[config.mk]
export PLATFORM = sky130hd
export DESIGN_NAME = i2c_txn_scheduler_flat
export DESIGN_NICKNAME = d
export VERILOG_FILES = /design/src/rtl/i2c_txn_scheduler_if.sv /design/src/rtl/i2c_txn_scheduler.sv /design/src/flat_wrapper.sv
export SDC_FILE = /design/constraint.sdc
export NUM_CORES = 1
export LEC_CHECK = 0
export ABC_AREA = 1
export CAP_MARGIN = 0
export CORE_ASPECT_RATIO = 1.2
export CORE_MARGIN = 2
export CORE_UTILIZATION = 45
export CTS_BUF_LIST = sky130_fd_sc_hd__clkbuf_8
export CTS_CLUSTER_DIAMETER = 200
export DETAILED_ROUTE_END_ITERATION = 12
export GPL_TIMING_DRIVEN = 0
export HOLD_SLACK_MARGIN = 0.15
export PLACE_DENSITY_LB_ADDON = 0.15
export SYNTH_ARGS = -nofsm -noshare
export SYNTH_HDL_FRONTEND = slang
export SYNTH_SLANG_ARGS = --single-unit
[constraint.sdc]
create_clock -name clk -period 2.65 [get_ports clk]
set_clock_uncertainty 0.15 [all_clocks]
set_input_delay 0.265 -clock clk [delete_from_list [all_inputs] [get_ports clk]]
set_output_delay 0.265 -clock clk [all_outputs]
set_load 0.005 [all_outputs]
[src/rtl/i2c_txn_scheduler_if.sv]
// Request/response bus between local requesters, the scheduler and the shared I2C controller.
// The scheduler attaches through the slave modport; requesters and controller sit on the master side.
interface i2c_txn_scheduler_if #(
    parameter int NUM_REQ           = 3,
    parameter int BYTES_SEND_LOG    = 2,
    parameter int BYTES_RECEIVE_LOG = 2
);
    localparam int BITS_SEND_MAX = ((2 ** BYTES_SEND_LOG) - 1) << 3;
    localparam int BITS_RECV_MAX = ((2 ** BYTES_RECEIVE_LOG) - 1) << 3;

    logic [NUM_REQ-1:0]                   req;
    logic [NUM_REQ*8-1:0]                 req_addr;
    logic [NUM_REQ*BITS_SEND_MAX-1:0]     req_data;
    logic [NUM_REQ*BYTES_SEND_LOG-1:0]    req_nsend;
    logic [NUM_REQ*BYTES_RECEIVE_LOG-1:0] req_nrecv;
    logic [NUM_REQ-1:0]                   grant;
    logic [NUM_REQ-1:0]                   done;
    logic [1:0]                           status;
    logic [BITS_RECV_MAX-1:0]             rsp_data;

    logic                                 ctl_start;
    logic [7:0]                           ctl_addr;
    logic [BITS_SEND_MAX-1:0]             ctl_data_send;
    logic [BYTES_SEND_LOG-1:0]            ctl_num_bytes_send;
    logic [BYTES_RECEIVE_LOG-1:0]         ctl_num_bytes_receive;
    logic                                 ctl_busy;
    logic                                 ctl_nack;
    logic                                 ctl_arb_lost;
    logic [BITS_RECV_MAX-1:0]             ctl_data_received;

    modport slave (
        input  req, req_addr, req_data, req_nsend, req_nrecv,
        input  ctl_busy, ctl_nack, ctl_arb_lost, ctl_data_received,
        output grant, done, status, rsp_data,
        output ctl_start, ctl_addr, ctl_data_send, ctl_num_bytes_send, ctl_num_bytes_receive
    );

    modport master (
        output req, req_addr, req_data, req_nsend, req_nrecv,
        output ctl_busy, ctl_nack, ctl_arb_lost, ctl_data_received,
        input  grant, done, status, rsp_data,
        input  ctl_start, ctl_addr, ctl_data_send, ctl_num_bytes_send, ctl_num_bytes_receive
    );
endinterface

[src/rtl/i2c_txn_scheduler.sv]
// Round-robin scheduler sharing one I2C controller: latches the winner's transaction, pulses
// ctl_start, watches busy for completion/timeout, retries on arbitration loss, returns status.
module i2c_txn_scheduler #(
    parameter int NUM_REQ           = 3,
    parameter int BYTES_SEND_LOG    = 2,
    parameter int BYTES_RECEIVE_LOG = 2,
    parameter int BITS_SEND_MAX     = ((2 ** BYTES_SEND_LOG) - 1) << 3,
    parameter int BITS_RECV_MAX     = ((2 ** BYTES_RECEIVE_LOG) - 1) << 3,
    parameter int START_HOLD        = 12,
    parameter int BUSY_TIMEOUT      = 1024,
    parameter int MAX_RETRY         = 3,
    parameter int RETRY_GAP         = 125
) (
    input  logic               clk,
    input  logic               rst,
    i2c_txn_scheduler_if.slave bus
);
    localparam int IDX_W   = (NUM_REQ > 1) ? $clog2(NUM_REQ) : 1;
    localparam int CNT_A   = (BUSY_TIMEOUT > START_HOLD) ? BUSY_TIMEOUT : START_HOLD;
    localparam int CNT_TOP = (CNT_A > RETRY_GAP) ? CNT_A : RETRY_GAP;
    localparam int CNT_W   = $clog2(CNT_TOP + 1);
    localparam int RTY_W   = (MAX_RETRY > 0) ? $clog2(MAX_RETRY + 1) : 1;

    localparam logic [1:0] STAT_OK      = 2'b00;
    localparam logic [1:0] STAT_NACK    = 2'b01;
    localparam logic [1:0] STAT_ARB     = 2'b10;
    localparam logic [1:0] STAT_TIMEOUT = 2'b11;

    typedef enum logic [2:0] {
        ST_IDLE,
        ST_START,
        ST_WAIT_BUSY,
        ST_RUN,
        ST_GAP,
        ST_RESP
    } state_t;

    state_t                         state_q,  state_d;
    logic [CNT_W-1:0]               cnt_q,    cnt_d;
    logic [IDX_W-1:0]               rr_q,     rr_d;
    logic [RTY_W-1:0]               retry_q,  retry_d;
    logic                           nack_q,   nack_d;
    logic                           arb_q,    arb_d;
    logic [NUM_REQ-1:0]             grant_q,  grant_d;
    logic [NUM_REQ-1:0]             done_q,   done_d;
    logic [1:0]                     status_q, status_d;
    logic [BITS_RECV_MAX-1:0]       rsp_q,    rsp_d;
    logic                           start_q,  start_d;
    logic [7:0]                     addr_q,   addr_d;
    logic [BITS_SEND_MAX-1:0]       data_q,   data_d;
    logic [BYTES_SEND_LOG-1:0]      nsend_q,  nsend_d;
    logic [BYTES_RECEIVE_LOG-1:0]   nrecv_q,  nrecv_d;

    logic [7:0]                     addr_arr  [NUM_REQ];
    logic [BITS_SEND_MAX-1:0]       data_arr  [NUM_REQ];
    logic [BYTES_SEND_LOG-1:0]      nsend_arr [NUM_REQ];
    logic [BYTES_RECEIVE_LOG-1:0]   nrecv_arr [NUM_REQ];

    for (genvar gi = 0; gi < NUM_REQ; gi++) begin : g_unpack
        assign addr_arr[gi]  = bus.req_addr[gi*8 +: 8];
        assign data_arr[gi]  = bus.req_data[gi*BITS_SEND_MAX +: BITS_SEND_MAX];
        assign nsend_arr[gi] = bus.req_nsend[gi*BYTES_SEND_LOG +: BYTES_SEND_LOG];
        assign nrecv_arr[gi] = bus.req_nrecv[gi*BYTES_RECEIVE_LOG +: BYTES_RECEIVE_LOG];
    end

    // First requesting index at or after rr_q, scanning with wrap-around.
    logic             found;
    logic [IDX_W-1:0] winner;
    logic [IDX_W:0]   sum;

    always_comb begin
        found  = 1'b0;
        winner = '0;
        sum    = '0;
        for (int i = 0; i < NUM_REQ; i++) begin
            sum = {1'b0, rr_q} + (IDX_W+1)'(i);
            if (sum >= (IDX_W+1)'(NUM_REQ)) begin
                sum = sum - (IDX_W+1)'(NUM_REQ);
            end
            if (!found && bus.req[sum[IDX_W-1:0]]) begin
                found  = 1'b1;
                winner = sum[IDX_W-1:0];
            end
        end
    end

    logic arb_now;
    logic nack_now;

    always_comb begin
        state_d  = state_q;
        cnt_d    = cnt_q;
        rr_d     = rr_q;
        retry_d  = retry_q;
        nack_d   = nack_q;
        arb_d    = arb_q;
        grant_d  = grant_q;
        done_d   = '0;
        status_d = status_q;
        rsp_d    = rsp_q;
        start_d  = start_q;
        addr_d   = addr_q;
        data_d   = data_q;
        nsend_d  = nsend_q;
        nrecv_d  = nrecv_q;
        arb_now  = arb_q | bus.ctl_arb_lost;
        nack_now = nack_q | bus.ctl_nack;

        case (state_q)
            ST_IDLE: begin
                if (found) begin
                    grant_d         = '0;
                    grant_d[winner] = 1'b1;
                    rr_d            = (winner == IDX_W'(NUM_REQ - 1)) ? '0 : winner + 1'b1;
                    addr_d          = addr_arr[winner];
                    data_d          = data_arr[winner];
                    nsend_d         = nsend_arr[winner];
                    nrecv_d         = nrecv_arr[winner];
                    start_d         = 1'b1;
                    cnt_d           = '0;
                    retry_d         = '0;
                    nack_d          = 1'b0;
                    arb_d           = 1'b0;
                    state_d         = ST_START;
                end
            end
            // cnt keeps running into WAIT_BUSY so the timeout is measured from the start rise.
            ST_START: begin
                cnt_d = cnt_q + 1'b1;
                if (cnt_q == CNT_W'(START_HOLD - 1)) begin
                    start_d = 1'b0;
                    state_d = ST_WAIT_BUSY;
                end
            end
            ST_WAIT_BUSY: begin
                if (bus.ctl_busy) begin
                    state_d = ST_RUN;
                end else if (cnt_q >= CNT_W'(BUSY_TIMEOUT - 1)) begin
                    status_d = STAT_TIMEOUT;
                    rsp_d    = '0;
                    done_d   = grant_q;
                    state_d  = ST_RESP;
                end else begin
                    cnt_d = cnt_q + 1'b1;
                end
            end
            ST_RUN: begin
                arb_d  = arb_now;
                nack_d = nack_now;
                if (!bus.ctl_busy) begin
                    if (arb_now && (retry_q < RTY_W'(MAX_RETRY))) begin
                        retry_d = retry_q + 1'b1;
                        cnt_d   = '0;
                        state_d = ST_GAP;
                    end else begin
                        status_d = arb_now ? STAT_ARB : (nack_now ? STAT_NACK : STAT_OK);
                        rsp_d    = addr_q[0] ? bus.ctl_data_received : '0;
                        done_d   = grant_q;
                        state_d  = ST_RESP;
                    end
                end
            end
            ST_GAP: begin
                nack_d = 1'b0;
                arb_d  = 1'b0;
                if (cnt_q == CNT_W'(RETRY_GAP - 1)) begin
                    cnt_d   = '0;
                    start_d = 1'b1;
                    state_d = ST_START;
                end else begin
                    cnt_d = cnt_q + 1'b1;
                end
            end
            ST_RESP: begin
                grant_d = '0;
                state_d = ST_IDLE;
            end
            default: begin
                grant_d = '0;
                start_d = 1'b0;
                state_d = ST_IDLE;
            end
        endcase
    end

    always_ff @(posedge clk) begin
        if (rst) begin
            state_q  <= ST_IDLE;
            cnt_q    <= '0;
            rr_q     <= '0;
            retry_q  <= '0;
            nack_q   <= 1'b0;
            arb_q    <= 1'b0;
            grant_q  <= '0;
            done_q   <= '0;
            status_q <= '0;
            rsp_q    <= '0;
            start_q  <= 1'b0;
            addr_q   <= '0;
            data_q   <= '0;
            nsend_q  <= '0;
            nrecv_q  <= '0;
        end else begin
            state_q  <= state_d;
            cnt_q    <= cnt_d;
            rr_q     <= rr_d;
            retry_q  <= retry_d;
            nack_q   <= nack_d;
            arb_q    <= arb_d;
            grant_q  <= grant_d;
            done_q   <= done_d;
            status_q <= status_d;
            rsp_q    <= rsp_d;
            start_q  <= start_d;
            addr_q   <= addr_d;
            data_q   <= data_d;
            nsend_q  <= nsend_d;
            nrecv_q  <= nrecv_d;
        end
    end

    assign bus.grant                 = grant_q;
    assign bus.done                  = done_q;
    assign bus.status                = status_q;
    assign bus.rsp_data              = rsp_q;
    assign bus.ctl_start             = start_q;
    assign bus.ctl_addr              = addr_q;
    assign bus.ctl_data_send         = data_q;
    assign bus.ctl_num_bytes_send    = nsend_q;
    assign bus.ctl_num_bytes_receive = nrecv_q;
endmodule
[src/flat_wrapper.sv]
// flat-port wrapper written by rule: the top's interface ports become plain ports
module i2c_txn_scheduler_flat 
#(
    parameter int NUM_REQ           = 3,
    parameter int BYTES_SEND_LOG    = 2,
    parameter int BYTES_RECEIVE_LOG = 2,
    parameter int BITS_SEND_MAX     = ((2 ** BYTES_SEND_LOG) - 1) << 3,
    parameter int BITS_RECV_MAX     = ((2 ** BYTES_RECEIVE_LOG) - 1) << 3,
    parameter int START_HOLD        = 12,
    parameter int BUSY_TIMEOUT      = 1024,
    parameter int MAX_RETRY         = 3,
    parameter int RETRY_GAP         = 125
)
  (clk, rst, bus_req, bus_req_addr, bus_req_data, bus_req_nsend, bus_req_nrecv, bus_ctl_busy, bus_ctl_nack, bus_ctl_arb_lost, bus_ctl_data_received, bus_grant, bus_done, bus_status, bus_rsp_data, bus_ctl_start, bus_ctl_addr, bus_ctl_data_send, bus_ctl_num_bytes_send, bus_ctl_num_bytes_receive);
  i2c_txn_scheduler_if #(.NUM_REQ(NUM_REQ), .BYTES_SEND_LOG(BYTES_SEND_LOG), .BYTES_RECEIVE_LOG(BYTES_RECEIVE_LOG)) bus_i ();
  input  logic clk;
  input  logic rst;
  input wire logic [$bits(bus_i.req)-1:0] bus_req;
  input wire logic [$bits(bus_i.req_addr)-1:0] bus_req_addr;
  input wire logic [$bits(bus_i.req_data)-1:0] bus_req_data;
  input wire logic [$bits(bus_i.req_nsend)-1:0] bus_req_nsend;
  input wire logic [$bits(bus_i.req_nrecv)-1:0] bus_req_nrecv;
  input wire logic [$bits(bus_i.ctl_busy)-1:0] bus_ctl_busy;
  input wire logic [$bits(bus_i.ctl_nack)-1:0] bus_ctl_nack;
  input wire logic [$bits(bus_i.ctl_arb_lost)-1:0] bus_ctl_arb_lost;
  input wire logic [$bits(bus_i.ctl_data_received)-1:0] bus_ctl_data_received;
  output wire logic [$bits(bus_i.grant)-1:0] bus_grant;
  output wire logic [$bits(bus_i.done)-1:0] bus_done;
  output wire logic [$bits(bus_i.status)-1:0] bus_status;
  output wire logic [$bits(bus_i.rsp_data)-1:0] bus_rsp_data;
  output wire logic [$bits(bus_i.ctl_start)-1:0] bus_ctl_start;
  output wire logic [$bits(bus_i.ctl_addr)-1:0] bus_ctl_addr;
  output wire logic [$bits(bus_i.ctl_data_send)-1:0] bus_ctl_data_send;
  output wire logic [$bits(bus_i.ctl_num_bytes_send)-1:0] bus_ctl_num_bytes_send;
  output wire logic [$bits(bus_i.ctl_num_bytes_receive)-1:0] bus_ctl_num_bytes_receive;
  assign bus_i.req = bus_req;
  assign bus_i.req_addr = bus_req_addr;
  assign bus_i.req_data = bus_req_data;
  assign bus_i.req_nsend = bus_req_nsend;
  assign bus_i.req_nrecv = bus_req_nrecv;
  assign bus_i.ctl_busy = bus_ctl_busy;
  assign bus_i.ctl_nack = bus_ctl_nack;
  assign bus_i.ctl_arb_lost = bus_ctl_arb_lost;
  assign bus_i.ctl_data_received = bus_ctl_data_received;
  assign bus_grant = bus_i.grant;
  assign bus_done = bus_i.done;
  assign bus_status = bus_i.status;
  assign bus_rsp_data = bus_i.rsp_data;
  assign bus_ctl_start = bus_i.ctl_start;
  assign bus_ctl_addr = bus_i.ctl_addr;
  assign bus_ctl_data_send = bus_i.ctl_data_send;
  assign bus_ctl_num_bytes_send = bus_i.ctl_num_bytes_send;
  assign bus_ctl_num_bytes_receive = bus_i.ctl_num_bytes_receive;
  i2c_txn_scheduler #(.NUM_REQ(NUM_REQ), .BYTES_SEND_LOG(BYTES_SEND_LOG), .BYTES_RECEIVE_LOG(BYTES_RECEIVE_LOG), .BITS_SEND_MAX(BITS_SEND_MAX), .BITS_RECV_MAX(BITS_RECV_MAX), .START_HOLD(START_HOLD), .BUSY_TIMEOUT(BUSY_TIMEOUT), .MAX_RETRY(MAX_RETRY), .RETRY_GAP(RETRY_GAP)) u_core (.clk(clk), .rst(rst), .bus(bus_i));
endmodule
==> impl_metrics.ini <==
[route]
top_layer_used = met4
wl_met3_um = 1408
vias = 5996
wl_per_cell_um = 13.65
drtAntennaViolNets = 0
finalWirelength_um = 16520
remaining_drc_errors = 0
drt_iter0_markers = 206
first_pass_iters = 5
dr_wl_met2_um = 8327
wl_met1_um = 6474
viasPerCell = 4.955

[timing]
hold_viol_final = 0
fin_crit_sh_pct = 92.00
finalSetupTns_ns = 0
finalSetupViolations = 0
rsz0062_at_grt = no
final_max_slew_viol_count = 0
fmax_mhz = 410.2
slew_headroom_pct = 60.46
worstMarginPinSlew_ns = 0.5909
finalCriticalPeriod_ns = 2.438

[grt]
grt_max_degree = 16
grt_remaining_overflow = 0
grt_pass1_vias = 5492
grt_pass1_wl_um = 25720
grt_use_total_pct = 26.46
antenna_found_initial = 0

[clock_network]
cts_resized = 0
tritoncts = built
clk_path_buf_depth = 2
cts_setup_buffers = 0
h-tree-depth = 3
numCtsBuffers = 9
clock_sinks = 89
ctsHoldBuffers = 0
clk_pin_slew_worst_paths_ns = 0.09
cts_root_buf = clkbuf_8
clk_latency_ns = 0.37

[cells_and_area]
syn2layout_area_growth_pct = 47.09
layout_common_cells = nand2_1, clkdlybuf4s50_1, nand3_1
diodes = 0
multi_input_area_mm2 = 0.002765
final_area_mm2 = 0.007645
fin_nets = 1194
num-fill-cells = 1103
mostFrequentLayoutCell = nand2_1
drive_gt1_share_pct = 6.743
seqCellArea_mm2 = 0.001782

[min_path]
hold_class = input pin to flip-flop
worstHoldStart = rst

[placed_design]
place_hpwl_um = 12690
place_area_mm2 = 0.007466
io_buffers = 207
gp_congestion = 0.9019

[worst_setup_path]
critPathMaxStageDelay_ns = 0.38
cp-startpoint = u_core.rr_q[0]
worst-path-buf-inv = 5
cpMaxStageDelayCell = dfxtp_1
cpMostUsedCell = nand3_1
cp_data_arrival_time_ns = 2.61
crit_chain = inv_1, ha_1, buf_4, inv_4, nand2_1, nand3_1, nand2_2, nand3_1, nor2_1, nor2_4, buf_4, nand4_1, nand3_1, nand2_1, inv_1
timing.rr.start = u_core.rr_q[0]
critPathTopFamily = simple AND/OR/NAND/NOR gates
path_class = flip-flop to flip-flop
startpoint_type = flip-flop
worstPathMaxFanout = 10
crit_path_end_kind = flip-flop
crit_required_ns = 2.82

[power]
cellPowerDensity_mw_per_mm2 = 1011
static-leakage-power_uw = 0.003280
vdd_ir_drop_max_uv = 669.0

[floorplan]
pin_count = 209
coreArea_mm2 = 0.01141
rows = 43
initial_core_util_pct = 45.57
die_y_um = 121.7
die_x_um = 102.1
dieArea_mm2 = 0.01243

[synth]
seq_area_frac_synth_pct = 34.28
synth.distinct_cells = 33
ys_ff_latch = 89
syn_avg_cell_area_um2 = 6.254
synth_warnings = 0
synth.net_count = 976
synth_area_mm2 = 0.005197
synth_cells = 831

[run]
cap_violations = 0

[run_status]
status = finished, final reports clean
## where the power goes
| part | internal, uW | switching, uW | leakage (uW) |
|---|---|---|---|
| clock network | 368 | 528 | 0.0000850 |
| registers | 1720 | 207 | 0.000729 |
| logic | 2040 | 2860 | 0.00247 |
| total | 4130 | 3600 | 0.00328 |
## Yosys cell counts, drive strengths merged
master / n / area share, %
o21ai: 63 / 6.1
clkbuf: 18 / 1.3
a21oi: 59 / 5.7
inv: 98 / 7.1
dfxtp: 89 / 34
a211oi: 2 / 0.29
a21boi: 1 / 0.22
nor2: 92 / 7.2
nand3b: 3 / 0.43
xor2: 7 / 1.2
o22ai: 1 / 0.12
nor3: 5 / 0.48
o211ai: 1 / 0.14
nand4: 21 / 2.6
xnor2: 1 / 0.17
nand3: 97 / 9.6
ha: 5 / 1.2
a31oi: 1 / 0.12
nand2: 234 / 17
buf: 30 / 4.1
nor4: 1 / 0.12
nor3b: 2 / 0.29
## final cells by class
cell class	instances	share of cell area, %
timing repair buffer	207	27.10
clock buffer	10	1.800
inverter	98	4.845
clock inverter	5	0.5401
tap	157	2.570
buffer	48	3.666
multi-input combinational	596	36.17
sequential	89	23.31
## registers in the layout (all words and copies together), names as in the netlist
signal,cells
u_core.arb_q,1
u_core.bus.ctl_addr,8
u_core.bus.ctl_data_send,24
u_core.bus.ctl_num_bytes_receive,2
u_core.bus.ctl_num_bytes_send,2
u_core.bus.ctl_start,1
u_core.bus.done,3
u_core.bus.grant,3
u_core.bus.rsp_data,24
u_core.bus.status,2
u_core.cnt_q,11
u_core.nack_q,1
u_core.retry_q,2
u_core.rr_q,2
u_core.state_q,3
## final timing paths
check                                        end  slack [ns]  cells after the start
min reg2reg              u_core.bus.rsp_data[17]        0.30                      2
max                 u_core.bus.ctl_data_send[23]        0.21                     15
min          u_core.bus.ctl_num_bytes_receive[1]        0.18                      4
max reg2reg         u_core.bus.ctl_data_send[23]        0.21                     15
## kinds of logic after synthesis
family	synth area share [%]
xor+xnor	1.348
buf+inv	12.52
fa+ha+maj	1.204
simple gates	38.01
flops	34.28
compound gates	12.64
## stage by stage
step           utilization [%]  total power, uW  hold slack (ns)  std cells  worst slack (ns)
3_3_place_gp             65.46             6793           0.2811       1195            0.2519
6_report                 67.03             7731           0.1784       1210            0.2121
4_1_cts                  67.03             7752           0.1791       1210            0.2305
3_5_place_dp             65.46             6846           0.2859       1195            0.2577
2_1_floorplan                -             5062           0.1933        831            0.5728
5_1_grt                  67.03             8407           0.2435       1210           0.01727
## worst reg2reg max path, delay by kind of cell (launching register included)
family / cells / cell delay [ns]
simple gates: 9 / 0.96
buf+inv: 5 / 0.62
flops: 1 / 0.38
fa+ha+maj: 1 / 0.28
## metal layers
layer  GRT usage [%]  vias to the layer above
met4           8.250                        0
met1           29.54                     2700
met3           9.409                       21
met5               0                        -
met2           46.67                      183
li1                -                     3092
Note: power is estimated with default switching activity, not from simulation.
